`src/rtl/hack_run_ctrl.sv`:
```
// Run/halt/step controller for a Hack CPU: gates the CPU clock enable, drives its
// reset, and halts on PC breakpoints, step-count exhaustion or host command.
module hack_run_ctrl #(
    parameter int PC_WIDTH      = 15,
    parameter int NUM_BP        = 4,
    parameter int CNT_WIDTH     = 32,
    parameter int START_RUNNING = 0,
    localparam int IDX_W        = (NUM_BP > 1) ? $clog2(NUM_BP) : 1
) (
    input  logic                 clk,
    input  logic                 reset,
    input  logic [PC_WIDTH-1:0]  pc,
    input  logic                 cmd_valid,
    output logic                 cmd_ready,
    input  logic [2:0]           cmd_op,
    input  logic [IDX_W-1:0]     cmd_idx,
    input  logic [15:0]          cmd_arg,
    output logic                 cpu_ce,
    output logic                 cpu_reset,
    output logic [1:0]           state,
    output logic                 bp_hit,
    output logic [IDX_W-1:0]     bp_hit_idx,
    output logic [CNT_WIDTH-1:0] cycle_count,
    output logic [15:0]          steps_left
);

    localparam logic [1:0] ST_HALTED   = 2'd0;
    localparam logic [1:0] ST_RUNNING  = 2'd1;
    localparam logic [1:0] ST_STEPPING = 2'd2;
    localparam logic [1:0] ST_CPURST   = 2'd3;

    localparam logic [2:0] OP_NOP       = 3'd0;
    localparam logic [2:0] OP_RUN       = 3'd1;
    localparam logic [2:0] OP_HALT      = 3'd2;
    localparam logic [2:0] OP_STEP      = 3'd3;
    localparam logic [2:0] OP_SET_BP    = 3'd4;
    localparam logic [2:0] OP_CLR_BP    = 3'd5;
    localparam logic [2:0] OP_CPU_RESET = 3'd6;
    localparam logic [2:0] OP_CLR_CNT   = 3'd7;

    logic [1:0]           state_r,       state_n;
    logic [NUM_BP-1:0]    bp_en_r,       bp_en_n;
    logic [PC_WIDTH-1:0]  bp_addr_r [NUM_BP];
    logic [PC_WIDTH-1:0]  bp_addr_n [NUM_BP];
    logic                 skip_r,        skip_n;
    logic                 bp_hit_r,      bp_hit_n;
    logic [IDX_W-1:0]     bp_hit_idx_r,  bp_hit_idx_n;
    logic [CNT_WIDTH-1:0] cycle_count_r, cycle_count_n;
    logic [15:0]          steps_left_r,  steps_left_n;

    logic                 match_s;
    logic [IDX_W-1:0]     match_idx_s;
    logic                 active_s;
    logic                 halt_match_s;
    logic                 cmd_ready_s;
    logic                 accept_s;
    logic                 cpu_ce_s;
    logic                 idx_ok_s;
    logic [15:0]          step_cnt_s;

    // Breakpoint compare; scanning downward lets the lowest matching index win.
    always_comb begin
        match_s     = 1'b0;
        match_idx_s = {IDX_W{1'b0}};
        for (int i = NUM_BP - 1; i >= 0; i--) begin
            if (bp_en_r[i] && (bp_addr_r[i] == pc)) begin
                match_s     = 1'b1;
                match_idx_s = IDX_W'(i);
            end else begin
                match_s     = match_s;
            end
        end
    end

    // Handshake, clock-enable and CPU reset generation.
    always_comb begin
        active_s     = (state_r == ST_RUNNING) || (state_r == ST_STEPPING);
        halt_match_s = active_s && match_s && !skip_r;
        cmd_ready_s  = !reset && (state_r != ST_CPURST);
        accept_s     = cmd_valid && cmd_ready_s;
        idx_ok_s     = (int'(cmd_idx) < NUM_BP);
        step_cnt_s   = (cmd_arg == 16'd0) ? 16'd1 : cmd_arg;
        if (reset) begin
            cpu_ce_s = 1'b0;
        end else if (state_r == ST_CPURST) begin
            cpu_ce_s = 1'b1;
        end else if (active_s && !halt_match_s) begin
            cpu_ce_s = 1'b1;
        end else begin
            cpu_ce_s = 1'b0;
        end
    end

    // Next-state: autonomous progress first, then an accepted command overrides.
    always_comb begin
        state_n       = state_r;
        bp_en_n       = bp_en_r;
        bp_addr_n     = bp_addr_r;
        skip_n        = skip_r;
        bp_hit_n      = bp_hit_r;
        bp_hit_idx_n  = bp_hit_idx_r;
        cycle_count_n = cycle_count_r;
        steps_left_n  = steps_left_r;

        case (state_r)
            ST_RUNNING: begin
                if (halt_match_s) begin
                    state_n = ST_HALTED;
                end else begin
                    state_n = ST_RUNNING;
                end
            end
            ST_STEPPING: begin
                if (halt_match_s) begin
                    state_n = ST_HALTED;
                end else if (steps_left_r <= 16'd1) begin
                    state_n      = ST_HALTED;
                    steps_left_n = 16'd0;
                end else begin
                    steps_left_n = steps_left_r - 16'd1;
                end
            end
            ST_CPURST: state_n = ST_HALTED;
            default:   state_n = state_r;
        endcase

        if (halt_match_s) begin
            bp_hit_n     = 1'b1;
            bp_hit_idx_n = match_idx_s;
        end else begin
            bp_hit_n     = bp_hit_r;
        end

        if (cpu_ce_s) begin
            skip_n = 1'b0;
        end else begin
            skip_n = skip_r;
        end

        if (cpu_ce_s && (state_r != ST_CPURST)) begin
            cycle_count_n = cycle_count_r + CNT_WIDTH'(1);
        end else begin
            cycle_count_n = cycle_count_r;
        end

        if (accept_s) begin
            case (cmd_op)
                OP_NOP: state_n = state_n;
                OP_RUN: begin
                    if (state_r != ST_RUNNING) begin
                        state_n      = ST_RUNNING;
                        skip_n       = 1'b1;
                        bp_hit_n     = 1'b0;
                        bp_hit_idx_n = {IDX_W{1'b0}};
                        steps_left_n = 16'd0;
                    end else begin
                        state_n      = state_n;
                    end
                end
                // A breakpoint hit in the same cycle still records bp_hit.
                OP_HALT: begin
                    if (state_r != ST_HALTED) begin
                        state_n      = ST_HALTED;
                        steps_left_n = 16'd0;
                    end else begin
                        state_n      = state_n;
                    end
                end
                OP_STEP: begin
                    state_n      = ST_STEPPING;
                    steps_left_n = step_cnt_s;
                    skip_n       = 1'b1;
                    bp_hit_n     = 1'b0;
                    bp_hit_idx_n = {IDX_W{1'b0}};
                end
                OP_SET_BP: begin
                    if (idx_ok_s) begin
                        bp_en_n[cmd_idx]   = 1'b1;
                        bp_addr_n[cmd_idx] = cmd_arg[PC_WIDTH-1:0];
                    end else begin
                        bp_en_n = bp_en_n;
                    end
                end
                OP_CLR_BP: begin
                    if (idx_ok_s) begin
                        bp_en_n[cmd_idx] = 1'b0;
                    end else begin
                        bp_en_n = bp_en_n;
                    end
                end
                OP_CPU_RESET: begin
                    state_n       = ST_CPURST;
                    cycle_count_n = {CNT_WIDTH{1'b0}};
                    steps_left_n  = 16'd0;
                    bp_hit_n      = 1'b0;
                    bp_hit_idx_n  = {IDX_W{1'b0}};
                end
                OP_CLR_CNT: cycle_count_n = {CNT_WIDTH{1'b0}};
                default:    state_n = state_n;
            endcase
        end else begin
            state_n = state_n;
        end
    end

    // State registers with synchronous reset.
    always_ff @(posedge clk) begin
        if (reset) begin
            state_r       <= (START_RUNNING != 0) ? ST_RUNNING : ST_HALTED;
            bp_en_r       <= {NUM_BP{1'b0}};
            skip_r        <= 1'b0;
            bp_hit_r      <= 1'b0;
            bp_hit_idx_r  <= {IDX_W{1'b0}};
            cycle_count_r <= {CNT_WIDTH{1'b0}};
            steps_left_r  <= 16'd0;
            for (int i = 0; i < NUM_BP; i++) begin
                bp_addr_r[i] <= {PC_WIDTH{1'b0}};
            end
        end else begin
            state_r       <= state_n;
            bp_en_r       <= bp_en_n;
            skip_r        <= skip_n;
            bp_hit_r      <= bp_hit_n;
            bp_hit_idx_r  <= bp_hit_idx_n;
            cycle_count_r <= cycle_count_n;
            steps_left_r  <= steps_left_n;
            for (int i = 0; i < NUM_BP; i++) begin
                bp_addr_r[i] <= bp_addr_n[i];
            end
        end
    end

    assign cmd_ready   = cmd_ready_s;
    assign cpu_ce      = cpu_ce_s;
    assign cpu_reset   = reset || (state_r == ST_CPURST);
    assign state       = state_r;
    assign bp_hit      = bp_hit_r;
    assign bp_hit_idx  = bp_hit_idx_r;
    assign cycle_count = cycle_count_r;
    assign steps_left  = steps_left_r;

endmodule

```
`config.mk`:
```
export PLATFORM = sky130hd
export DESIGN_NAME = hack_run_ctrl
export DESIGN_NICKNAME = d
export VERILOG_FILES = /design/src/rtl/hack_run_ctrl.sv
export SDC_FILE = /design/constraint.sdc
export NUM_CORES = 1
export LEC_CHECK = 0
export BUFFER_PORTS_ARGS = -buffer_cell sky130_fd_sc_hd__buf_2
export CORE_UTILIZATION = 45
export CTS_CLUSTER_DIAMETER = 150
export DETAILED_ROUTE_END_ITERATION = 10
export PLACE_DENSITY = 0.68
export SLEW_MARGIN = 20
export SYNTH_ARGS = -nofsm -noshare
export SYNTH_HDL_FRONTEND = slang
export SYNTH_SLANG_ARGS = --single-unit
```
`constraint.sdc`:
```
create_clock -name clk -period 2.3 [get_ports clk]
set_input_delay 0.345 -clock clk [delete_from_list [all_inputs] [get_ports clk]]
set_output_delay 0.345 -clock clk [all_outputs]
set_load 0.005 [all_outputs]
```
==> results.md <==
* Status: complete, but fails checks
* Failing checks: setup timing
* Critical Path End Type: output port
* Critical Path Start Type: register
* TritonCTS clock tree: yes
* DR WL/cell at 17.2 microns
* Synth Instances at 699
* Pwr Density at 688 nW/um^2
* Worst EP required at 1.96 ns
* Clk buf depth at 2
* DRT antenna net count at 0
* Clk Latency, worst-skew pair at 0.42 ns
* Slew HR at slightly below 50%
* Area of the core at 12800 sq um
* Cell variety after synth at about 50
* Final #Nets at 865
* Tot Pwr at 5440 uW
* Fin util at 61.6%
* Post-detail-place hpwl at approximately 12000 microns
* Slew Viols, Final at 0
* HP Class: input port to register
* Routed WL at 17300 microns
* Hold_sp: cmd_arg[15]
* Total CTS buffers at 17
* CP Max Fanout at 4
* Total GRT Usage at 24.8%
* Syn Nets at about 750
* Slowest-stage cell, CP: or4_4
* Routability congestion estimate from global placement at 0.925
* IO Port Bufs at 94
* Vias per cell at 5.55
* R2r startpoint: bp_addr_r[34]
* Max-cap viol count at 0
* Filler-free cell count of the finished design at around 1000
* Final setup violation count at 46
* Critical path's largest stage delay at ~0.60 ns
* Drt first pass iters at 4
* Final min period at 2.59 ns
* Die X at 118 microns
* DRC at 0
* Initial antenna violation count at 1
* Synth Area per Inst at between 8 and 9 sq um
* Register area share after synthesis at between 30% and 40%
* Unrepaired setup endpoints after global routing: true
* Row count at 41
* CP Class: register to output port
* Hold-fix buffers, CTS at 0
* # clock sinks at 118
* Maximum vdd drop at 0.000441 V
* Largest net degree at the start of global routing at 74
* Die area at around 14000 sq um
* Yosys warns at 0
* Worst setup margin at -0.287 ns
* WP buf/inv at 1
* Seq cells post-synth at 118
* GRT overflow at 0
* Initial Util at 46.8%
* Number of DRC markers in iteration 0 at 324
* Clk slew on worst S/H paths at 0.05 ns
* Global-route wire length before repair at 27100 microns
* Inst Count DP at 954
* Layout area overhead at 31.6%
* CP Cell Sequence: xnor2_1 > nand4_1 > or4_4 > a41o_4 > a21oi_2 > nor2_1 > buf_2
* Clock Tree Root: clkbuf_16
* Period Utilization, post-route at 112%
* Leakage power at 0.00296 uW
* Worst-margin pin slew at 0.760 ns
* Crit path from: bp_addr_r[24]
* WHS at 0.187 ns
* Clock H-tree levels at 4
* Kind of cell adding the most delay to the critical path: simple AND/OR/NAND/NOR gates
* I/O pin count at 95
* Vias in the first global route at 5314
* # fillers at 1062
* Worst Skew at roughly 0.0076 ns
* CP Data Arrival Time at 2.24 ns
* Final Hold Fails at 0
* Mapped cell area at 6010 sq um
* Layout cells sized above 1 at 28.9%
* Vias post-DR at 5563
* Vert. Die Dim at 118 microns
* Fmax at 386 MHz
==> synth_stat cells (all sizes together) <==
cell	instances	area (sq um)
a21o	3	22.5
nand3b	3	22.5
xor2	15	131
nor2b	5	31.3
nor4	11	81.3
buf	26	194
o211ai	4	30.0
a41o	1	11.3
nand3	19	95.1
nor4b	1	8.76
inv	15	56.3
nor3	6	35.0
o31ai	9	67.6
or2b	1	8.76
o22ai	1	6.26
o21bai	2	15.0
xnor2	62	543
dfxtp	118	2360
o21ai	35	175
and4	1	8.76
ha	8	100
a32oi	2	17.5
and2	3	18.8
o2bb2ai	1	8.76
nand4b	1	8.76
and3	6	37.5
or3	17	106
a21oi	52	268
a311oi	1	8.76
nor3b	1	7.51
a31oi	2	12.5
o32a	1	10.0
nand4	34	219
or4b	1	10.0
nand2	68	255
clkbuf	20	75.1
mux2i	48	480
nor2	73	282
nand2b	4	25.0
or4	18	150
==> final timing paths <==
kind	end	slack, ns	cells after the start
worst max-delay path	cpu_ce	-0.29	7
worst min-delay path	steps_left[15]	0.19	3
worst max register to register	cycle_count[17]	-0.17	11
worst min register to register	bp_hit	0.45	2
==> cell usage in the layout (no fill, tap or decap), types with 3 or more instances in the layout <==
master,count
dfxtp_1,105
inv_1,13
nor2b_1,5
nand3b_1,3
xnor2_2,17
clkbuf_16,18
nor2_1,70
a21oi_2,5
xnor2_1,45
nand2_1,64
nand3_1,17
bufinv_16,4
and3_1,6
a21oi_1,47
o211ai_1,4
o31ai_1,9
or4_4,8
or4_1,10
nor2_2,3
xor2_1,14
or3_1,17
buf_2,95
dfxtp_2,13
o21ai_0,12
clkinv_2,3
clkbuf_8,4
nor4_1,9
o21ai_1,23
buf_12,8
buf_4,36
nand2b_1,4
mux2i_1,48
ha_1,6
a21o_1,3
nand4_1,33
nor3_1,5
==> cell type report <==
class	instances	area, sq um	area share, %
Timing Repair Buffer	146	1040	13.2
Inverter	15	56.3	0.712
Tap cell	172	215	2.72
Sequential cell	118	2380	30.1
Clock buffer	23	488	6.17
Clock inverter	8	144	1.82
Antenna cell	1	2.50	0.0317
Multi-Input combinational cell	520	3570	45.2
==> timing repair <==
item / CTS / global route
cloned: 3 / 1
setup buffers: 8 / 5
pin swaps: 27 / 21
endpoints found under the setup margin: 31 / 51
gates resized for setup: 35 / 35
==> flip-flops by register name, summed over array words and instances (netlist names), named ones only <==
signal and cells:
bp_addr_r 60, bp_hit 1, bp_hit_idx 2, cycle_count 32
skip_r 1, state 2, steps_left 16
==> report_power, final <==
group,total (uW),internal (uW),switching [uW]
clock network,2840,1920,924
registers,2100,2070,27.1
logic,500,203,297
total,5440,4190,1250
==> kinds of logic (layout without fill, tap and decap cells) <==
family          after synthesis  in the layout  share of synthesized area (%)
compound gates              114            114                           10.9
flops                       118            118                           39.3
other cells                   0              1                              0
simple gates                273            273                           23.5
mux                          48             48                           8.00
xor+xnor                     77             77                           11.2
fa+ha+maj                     8              8                           1.67
buf+inv                      61            192                           5.42
==> tightest hold or removal path: cells and delay by family <==
family,cells,cell delay (ns)
buf+inv,1,0.10
simple gates,1,0.06
compound gates,1,0.06
==> per-stage QoR <==
stage / TNS (ns) / worst slack [ns] / cell area [sq um]
after floorplan: 0 / 0.00478 / 6030
after global placement: -4.00 / -0.217 / 6780
after detailed placement: -5.30 / -0.220 / 6780
after CTS: -1.01 / -0.278 / 7700
after global routing: -8.69 / -0.369 / 7900
final: -3.67 / -0.287 / 7900
==> metal layers <==
| metal | GRT usage (%) | vias up | wire (microns) |
|---|---|---|---|
| li1 | - | 2697 | - |
| met2 | 41.2 | 174 | 8410 |
| met1 | 30.5 | 2663 | 7520 |
| met4 | 10.1 | 0 | 402 |
| met5 | 0 | - | 0 |
| met3 | 6.59 | 29 | 946 |
Power figures use the tool's default switching activity.
